<file path="src/rtl/alu_sequencer_if.sv">
// alu_sequencer_if: instruction handshake and ALU-facing bus of the sequencer
interface alu_sequencer_if #(
  parameter int DATA_WIDTH = 32,
  parameter int OP_WIDTH = 7
);
  logic [31:0] instrIn;
  logic instrValid;
  logic instrReady;
  logic [OP_WIDTH-1:0] controlUnitOut;
  logic [DATA_WIDTH-1:0] aluA;
  logic [DATA_WIDTH-1:0] aluB;
  logic [DATA_WIDTH-1:0] aluIn;
  logic carryIn;
  logic negativeIn;
  logic zeroIn;
  logic parityIn;
  logic overflowIn;
  logic [DATA_WIDTH-1:0] resultOut;
  logic [4:0] flagsOut;
  logic doneOut;
  logic errorOut;
  modport master (
    output instrIn, instrValid, aluIn, carryIn, negativeIn, zeroIn, parityIn, overflowIn,
    input instrReady, controlUnitOut, aluA, aluB, resultOut, flagsOut, doneOut, errorOut
  );
  modport slave (
    input instrIn, instrValid, aluIn, carryIn, negativeIn, zeroIn, parityIn, overflowIn,
    output instrReady, controlUnitOut, aluA, aluB, resultOut, flagsOut, doneOut, errorOut
  );
endinterface

</file>
<file path="src/rtl/alu_sequencer.sv">
// alu_sequencer: four-phase control unit feeding a combinational ALU from an 8x32 register file
module alu_sequencer #(
  parameter int DATA_WIDTH = 32,
  parameter int OP_WIDTH = 7
) (
  input logic clk,
  input logic reset,
  alu_sequencer_if.slave bus
);
  localparam logic [1:0] IDLE = 2'd0;
  localparam logic [1:0] DECODE = 2'd1;
  localparam logic [1:0] EXECUTE = 2'd2;
  localparam logic [1:0] WRITEBACK = 2'd3;
  logic [1:0] r_state;
  logic [31:0] r_instr;
  logic [DATA_WIDTH-1:0] r_regs [8];
  logic [DATA_WIDTH-1:0] r_result;
  logic [DATA_WIDTH-1:0] r_result_out;
  logic [DATA_WIDTH-1:0] r_a;
  logic [DATA_WIDTH-1:0] r_b;
  logic [OP_WIDTH-1:0] r_op;
  logic [4:0] r_flags;
  logic [6:0] w_op;
  logic [2:0] w_rd;
  logic [2:0] w_rs1;
  logic [2:0] w_rs2;
  logic [15:0] w_imm;
  logic w_alu_op;
  logic w_loadi;
  logic w_legal;
  assign w_op = r_instr[31:25];
  assign w_rd = r_instr[24:22];
  assign w_rs1 = r_instr[21:19];
  assign w_rs2 = r_instr[18:16];
  assign w_imm = r_instr[15:0];
  assign w_alu_op = w_op <= 7'h06;
  assign w_loadi = w_op == 7'h40;
  assign w_legal = w_alu_op || w_loadi;
  assign bus.instrReady = r_state == IDLE;
  assign bus.doneOut = r_state == WRITEBACK;
  assign bus.errorOut = r_state == WRITEBACK && !w_legal;
  assign bus.controlUnitOut = r_op;
  assign bus.aluA = r_a;
  assign bus.aluB = r_b;
  assign bus.resultOut = r_result_out;
  assign bus.flagsOut = r_flags;
  // accept, decode, capture ALU result and write back, one phase per cycle
  always_ff @(posedge clk) begin
    if (reset) begin
      r_state <= IDLE;
      r_instr <= '0;
      r_regs <= '{default: '0};
      r_result <= '0;
      r_result_out <= '0;
      r_a <= '0;
      r_b <= '0;
      r_op <= '0;
      r_flags <= '0;
    end else begin
      case (r_state)
        IDLE: begin
          if (bus.instrValid) begin
            r_instr <= bus.instrIn;
            r_state <= DECODE;
          end
        end
        DECODE: begin
          r_a <= r_regs[w_rs1];
          r_b <= r_regs[w_rs2];
          r_op <= OP_WIDTH'(w_op);
          r_state <= EXECUTE;
        end
        EXECUTE: begin
          if (w_alu_op) begin
            r_result <= bus.aluIn;
            r_flags <= {bus.overflowIn, bus.parityIn, bus.zeroIn, bus.negativeIn, bus.carryIn};
          end else if (w_loadi) begin
            r_result <= DATA_WIDTH'(w_imm);
          end
          r_state <= WRITEBACK;
        end
        default: begin
          if (w_legal) begin
            r_regs[w_rd] <= r_result;
            r_result_out <= r_result;
          end
          r_state <= IDLE;
        end
      endcase
    end
  end
endmodule

</file>
<file path="src/flat_wrapper.sv">
// flat-port wrapper written by rule: the top's interface ports become plain ports
module alu_sequencer_flat 
#(
  parameter int DATA_WIDTH = 32,
  parameter int OP_WIDTH = 7
)
  (clk, reset, bus_instrIn, bus_instrValid, bus_aluIn, bus_carryIn, bus_negativeIn, bus_zeroIn, bus_parityIn, bus_overflowIn, bus_instrReady, bus_controlUnitOut, bus_aluA, bus_aluB, bus_resultOut, bus_flagsOut, bus_doneOut, bus_errorOut);
  alu_sequencer_if #(.DATA_WIDTH(DATA_WIDTH), .OP_WIDTH(OP_WIDTH)) bus_i ();
  input logic clk;
  input logic reset;
  input wire logic [$bits(bus_i.instrIn)-1:0] bus_instrIn;
  input wire logic [$bits(bus_i.instrValid)-1:0] bus_instrValid;
  input wire logic [$bits(bus_i.aluIn)-1:0] bus_aluIn;
  input wire logic [$bits(bus_i.carryIn)-1:0] bus_carryIn;
  input wire logic [$bits(bus_i.negativeIn)-1:0] bus_negativeIn;
  input wire logic [$bits(bus_i.zeroIn)-1:0] bus_zeroIn;
  input wire logic [$bits(bus_i.parityIn)-1:0] bus_parityIn;
  input wire logic [$bits(bus_i.overflowIn)-1:0] bus_overflowIn;
  output wire logic [$bits(bus_i.instrReady)-1:0] bus_instrReady;
  output wire logic [$bits(bus_i.controlUnitOut)-1:0] bus_controlUnitOut;
  output wire logic [$bits(bus_i.aluA)-1:0] bus_aluA;
  output wire logic [$bits(bus_i.aluB)-1:0] bus_aluB;
  output wire logic [$bits(bus_i.resultOut)-1:0] bus_resultOut;
  output wire logic [$bits(bus_i.flagsOut)-1:0] bus_flagsOut;
  output wire logic [$bits(bus_i.doneOut)-1:0] bus_doneOut;
  output wire logic [$bits(bus_i.errorOut)-1:0] bus_errorOut;
  assign bus_i.instrIn = bus_instrIn;
  assign bus_i.instrValid = bus_instrValid;
  assign bus_i.aluIn = bus_aluIn;
  assign bus_i.carryIn = bus_carryIn;
  assign bus_i.negativeIn = bus_negativeIn;
  assign bus_i.zeroIn = bus_zeroIn;
  assign bus_i.parityIn = bus_parityIn;
  assign bus_i.overflowIn = bus_overflowIn;
  assign bus_instrReady = bus_i.instrReady;
  assign bus_controlUnitOut = bus_i.controlUnitOut;
  assign bus_aluA = bus_i.aluA;
  assign bus_aluB = bus_i.aluB;
  assign bus_resultOut = bus_i.resultOut;
  assign bus_flagsOut = bus_i.flagsOut;
  assign bus_doneOut = bus_i.doneOut;
  assign bus_errorOut = bus_i.errorOut;
  alu_sequencer #(.DATA_WIDTH(DATA_WIDTH), .OP_WIDTH(OP_WIDTH)) u_core (.clk(clk), .reset(reset), .bus(bus_i));
endmodule
</file>
<file path="config.mk">
export PLATFORM = sky130hd
export DESIGN_NAME = alu_sequencer_flat
export DESIGN_NICKNAME = d
export VERILOG_FILES = /design/src/rtl/alu_sequencer_if.sv /design/src/rtl/alu_sequencer.sv /design/src/flat_wrapper.sv
export SDC_FILE = /design/constraint.sdc
export NUM_CORES = 1
export LEC_CHECK = 0
export CAP_MARGIN = 20
export CELL_PAD_IN_SITES_DETAIL_PLACEMENT = 1
export CELL_PAD_IN_SITES_GLOBAL_PLACEMENT = 1
export CORE_MARGIN = 2
export CORE_UTILIZATION = 30
export DETAILED_ROUTE_END_ITERATION = 7
export HOLD_SLACK_MARGIN = 0.15
export PLACE_DENSITY_LB_ADDON = 0.05
export SLEW_MARGIN = 20
export SYNTH_ARGS = -nofsm -noshare
export SYNTH_HDL_FRONTEND = slang
export SYNTH_SLANG_ARGS = --single-unit
</file>
<file path="constraint.sdc">
create_clock -name clk -period 2.83 [get_ports clk]
set_clock_uncertainty 0.2 [all_clocks]
set_input_delay 0.7075 -clock clk [delete_from_list [all_inputs] [get_ports clk]]
set_output_delay 0.7075 -clock clk [all_outputs]
set_load 0.02 [all_outputs]
</file>
Word-level counts from Yosys, hierarchy flattened:

Index checks and enable logic that the tools add are counted.

* flip-flop bits (word level): 430
* input bits: 72
* output and inout bits: 111
* logic and storage cells: 54

* order comparisons: 5
* equality and inequality tests: 5
* multiplexer cells: 13
* bitwise operators: 4
* reduce and logical (&&, ||, !) cells: 11

Operators with widths (count)
* $bwmux W256: 1
* $mux W32: 7
* $bmux W32 S3: 2
* $demux W32 S3: 1
* $ge A4 B4 Y1 const B: 3
* $not A3 Y4: 3
* $reduce_and A2 Y1: 4
* $eq A7 B7 Y1 const B: 1
* $le A7 B3 Y1 const B: 1
* $pmux W2 S3: 1
* $eq A2 B2 Y1 const B: 2
* $lt A4 B1 Y1 const B: 1
* $reduce_or A3 Y1: 1
* $eq A2 B1 Y1 const B: 1
* $logic_and A1 B1 Y1: 2
* $logic_not A2 Y1: 1
* $mux W2: 1
* $ne A2 B2 Y1 const B: 1
* $reduce_bool A2 Y1: 1
* $logic_not A1 Y1: 1
* $logic_or A1 B1 Y1: 1
* $not A1 Y1: 1

Depth between registers and ports, before layout:

* depth in word-level cells: 6
* gate-level depth with buffers: 7
* depth with buffers taken out: 6

Least setup slack after synthesis:

No wires, ideal clock.

* path kind: register to output
* start point: register u_core.r_instr[28]
* end point: output port bus_errorOut
* arrival: 1.514 ns
* data required time: 1.923 ns
* path slack: 0.409 ns
* cell stages (with the launch flop): 7
* path buffers: 3
* cells stage by stage: dfxtp_1 nor4_4 a22o_1 buf_4 buf_6 buf_4 nor2_1

* word-level cells in the longest chain between the ends: 4

RTL lines
* start, declared: RTL line alu_sequencer.sv:15 `logic [31:0] r_instr;`
* start signal, assigned: RTL line alu_sequencer.sv:63 `r_instr <= bus.instrIn;`
* $le A7 B3 Y1 / $eq A7 B7 Y1 (equally long branches): RTL line alu_sequencer.sv:36, alu_sequencer.sv:37
* $logic_or A1 B1 Y1 (*): RTL line alu_sequencer.sv:38 `assign w_legal = w_alu_op || w_loadi;`
* $logic_not A1 Y1 (*): RTL line alu_sequencer.sv:41 `assign bus.errorOut = r_state == WRITEBACK && !w_legal;`
* $logic_and A1 B1 Y1 (*): RTL line alu_sequencer.sv:41
* end, declared: RTL line flat_wrapper.sv:26 `output wire logic [$bits(bus_i.errorOut)-1:0] bus_errorOut;`

Every way passes the cells marked *; elsewhere a longest branch is shown, timed or not.

Worst setup path in the final report:

* start point: register u_core.r_a[30], in the netlist u_core.bus.aluA[30]
* end point: output port bus_aluA[30]

RTL lines
* start, declared: RTL line alu_sequencer.sv:19 `logic [DATA_WIDTH-1:0] r_a;`
* start signal, assigned: RTL line alu_sequencer.sv:68 `r_a <= r_regs[w_rs1];`
* end, declared: RTL line flat_wrapper.sv:21 `output wire logic [$bits(bus_i.aluA)-1:0] bus_aluA;`

No word-level cell between the ends.

==> results_dict.tcl <==
set metrics [dict create \
    status "finished clean" \
    drive_gt1_frac 0.1498 \
    mostFrequentLayoutCell "sky130_fd_sc_hd__dfxtp_1" \
    post_synth_net_total 1861 \
    crit_arrival_ns 1.80 \
    setup_viol 0 \
    synth.cell_area_um2 19490 \
    synth.top_cells.by_area "sky130_fd_sc_hd__dfxtp_1, sky130_fd_sc_hd__mux2i_1, sky130_fd_sc_hd__mux4_2, sky130_fd_sc_hd__nand2b_1, sky130_fd_sc_hd__o22ai_1" \
    clkSinkCount 430 \
    pin_count_of_the_biggest_net_entering_global_routing 95 \
    multi_input_gate_area_um2 10180 \
    cts_tree "built" \
    area.growth.synth_to_final_pct 23.55 \
    worstPathBufferInverterCount 1 \
    final_min_period_over_clock_period 0.9562 \
    worstSetupPathType "reg2out" \
    ys.warnings.count 0 \
    seq_area_um2 8626 \
    crit_slowest_cell "sky130_fd_sc_hd__clkdlybuf4s50_1" \
    clock-root-buffer "sky130_fd_sc_hd__clkbuf_16" \
    critical_path.startpoint_type "flip-flop" \
    cts_max_path_buffers 3 \
    fillCellCount 6942 \
    setup_tns_ns 0 \
    final.hold.worst_slack_ns 0.2567 \
    vdd.ir_drop.worst_uv 392.0 \
    gp_congestion 0.7033 \
    postRouteWirelength_mm 62.30 \
    worstSkewPairLatency_ns 0.60 \
    die_height_um 258.9 \
    timing.final.hold_violations 0 \
    ioPinCount 183 \
    final_max_slew_viol_count 0 \
    grt_overflow 0 \
    cts.clk_slew.worst_paths_ns 0.06 \
    p_leak_nw 9.791 \
    max_slew_headroom 0.2444 \
    worst-slew-pin-transition_ns 1.133 \
    hold_crit_path_type "reg2reg" \
    cts-hold-fix-buffers 0 \
    layout_common_cells "sky130_fd_sc_hd__dfxtp_1, sky130_fd_sc_hd__nand2b_1, sky130_fd_sc_hd__mux2i_1, sky130_fd_sc_hd__clkdlybuf4s50_1, sky130_fd_sc_hd__mux4_2" \
    postSynthRegisterBits 430 \
    synth_top_cell_by_area "sky130_fd_sc_hd__dfxtp_1" \
    post_synth.cell_area_avg_um2 10.92 \
    grt_first_pass_wirelength_mm 94.93 \
    first_global_vias 15200 \
    number_of_clock_buffers_inserted_by_tritoncts 52 \
    stdcell_area_um2 24090 \
    post-layout-total-power_mw 15.38 \
    wl_per_cell_um 22.27 \
    grt_util_all_layers 0.1854 \
    synth.distinct_cells 30 \
    grt_setup_unrepaired "no" \
    drc 0 \
    route.detailed.vias_per_inst 4.951 \
    final_core_utilization 0.3743 \
    drv_cap 0 \
    drtPass1Iterations 4 \
    die_w_um 258.9 \
    dpl_cell_area_um2 22430 \
    detailed_place_hpwl_mm 40.04 \
    slowest_delay_ns 0.68 \
    fin_crit_ns 2.706 \
    post_synth_inst_count 1785 \
    vias 13850 \
    postCtsSetupRepairBufs 0 \
    sequential_fraction_of_the_synthesis_area 0.4416 \
    worstPathMaxFanout 2 \
    grt_antenna_before_repair 0 \
    cp_cell_sequence "clkdlybuf4s50_1" \
    numPortBuffers 182 \
    n_antenna_cell 0 \
    cts_htree_levels 2 \
    core_region_area_um2 64350 \
    data_required_critical_path_ns 1.92 \
    powerDensity_nw_per_um2 638.5 \
    design.die.area_um2 67040 \
    drt-initial-drc-count 509 \
    drt.antenna.violating_nets 0 \
    rows 93 \
    initial_util 0.3030 \
    nNetsFinal 1978 \
    synth_top_area_share 0.4416 \
    critical-path-top-delay-family "buffers and inverters" \
    timing.fmax_mhz 369.5 \
    critical_path.endpoint_type "primary output" \
]
## logic make-up after synthesis
family	synth area share
adder cells (fa/ha/maj)	0.002567
AO/OA/AOI/OAI	0.04890
AND/OR/NAND/NOR	0.1651
multiplexers	0.3024
flip-flops	0.4416
buffers and inverters	0.03947
## cell type report
cell class,instances,area share
tap,855,0.04442
inverter,4,0.0006234
sequential,430,0.3581
clock buffer,80,0.06556
timing repair buffer,244,0.1052
clock inverter,14,0.003221
multi-input combinational,1170,0.4228
## path summary, 6_finish.rpt
path                            start                  end  slack, ns  depth (start not counted)
setup reg to reg   u_core.r_instr[26]  u_core.r_result[17]       0.32                          5
hold reg to reg     u_core.r_instr[9]    u_core.r_instr[9]       0.26                          2
setup / recovery  u_core.bus.aluA[30]         bus_aluA[30]       0.12                          1
hold / removal      u_core.r_instr[9]    u_core.r_instr[9]       0.26                          2
## routing by layer
metal  routed length [um]  track usage  part of all wire
met1                29980       0.2553              0.48
met2                29240       0.3067              0.47
met4                  960      0.03870             0.015
met3                 2114      0.02949             0.034
met5                    0            0                 0
## stage by stage
| step | setup WS (ns) | std cells |
|---|---|---|
| floorplan | 0.4087 | 1785 |
| global placement | 0.2308 | 2703 |
| detailed placement | 0.2607 | 2703 |
| CTS | 0.006539 | 2797 |
| global route | 0.07030 | 2797 |
| finish | 0.1239 | 2797 |
## flip-flops by register name, indices dropped and copies added (netlist names)
name                       flops
u_core.bus.aluA               32
u_core.bus.aluB               32
u_core.bus.controlUnitOut      7
u_core.bus.flagsOut            5
u_core.bus.resultOut          32
u_core.r_instr                32
u_core.r_regs                256
u_core.r_result               32
u_core.r_state                 2
## cells in the mapped netlist
cell and instances:
sky130_fd_sc_hd__o21ai_0 1, sky130_fd_sc_hd__inv_1 4, sky130_fd_sc_hd__nor3b_2 1, sky130_fd_sc_hd__buf_1 39
sky130_fd_sc_hd__nor2_1 81, sky130_fd_sc_hd__nand3_4 2, sky130_fd_sc_hd__nor4_1 1, sky130_fd_sc_hd__and2_1 3
sky130_fd_sc_hd__nand3_1 19, sky130_fd_sc_hd__nand4_2 1, sky130_fd_sc_hd__a21oi_1 50, sky130_fd_sc_hd__nand3b_1 3
sky130_fd_sc_hd__dfxtp_1 430, sky130_fd_sc_hd__ha_1 4, sky130_fd_sc_hd__buf_6 1, sky130_fd_sc_hd__buf_2 39
sky130_fd_sc_hd__o22ai_1 64, sky130_fd_sc_hd__nor3_1 65, sky130_fd_sc_hd__and3_1 1, sky130_fd_sc_hd__nand2b_1 323
sky130_fd_sc_hd__mux4_2 128, sky130_fd_sc_hd__a22o_1 17, sky130_fd_sc_hd__nand2_1 86, sky130_fd_sc_hd__buf_4 5
sky130_fd_sc_hd__mux2i_1 301, sky130_fd_sc_hd__a311oi_1 16, sky130_fd_sc_hd__clkbuf_1 97, sky130_fd_sc_hd__nor4_4 1
sky130_fd_sc_hd__nand4b_2 1, sky130_fd_sc_hd__o22a_1 1
## timing repair
action,in CTS,in global routing
gates resized for setup,6,3
pin swaps,0,0
endpoints found under the setup margin,3,1
## power by group
part / switching (mW) / total [mW] / internal, mW / leakage (nW)
clock network: 2.70 / 6.52 / 3.81 / 0.825
registers: 0.231 / 6.54 / 6.31 / 3.48
logic: 1.35 / 2.32 / 0.972 / 5.48
Power figures use the tool's default switching activity.
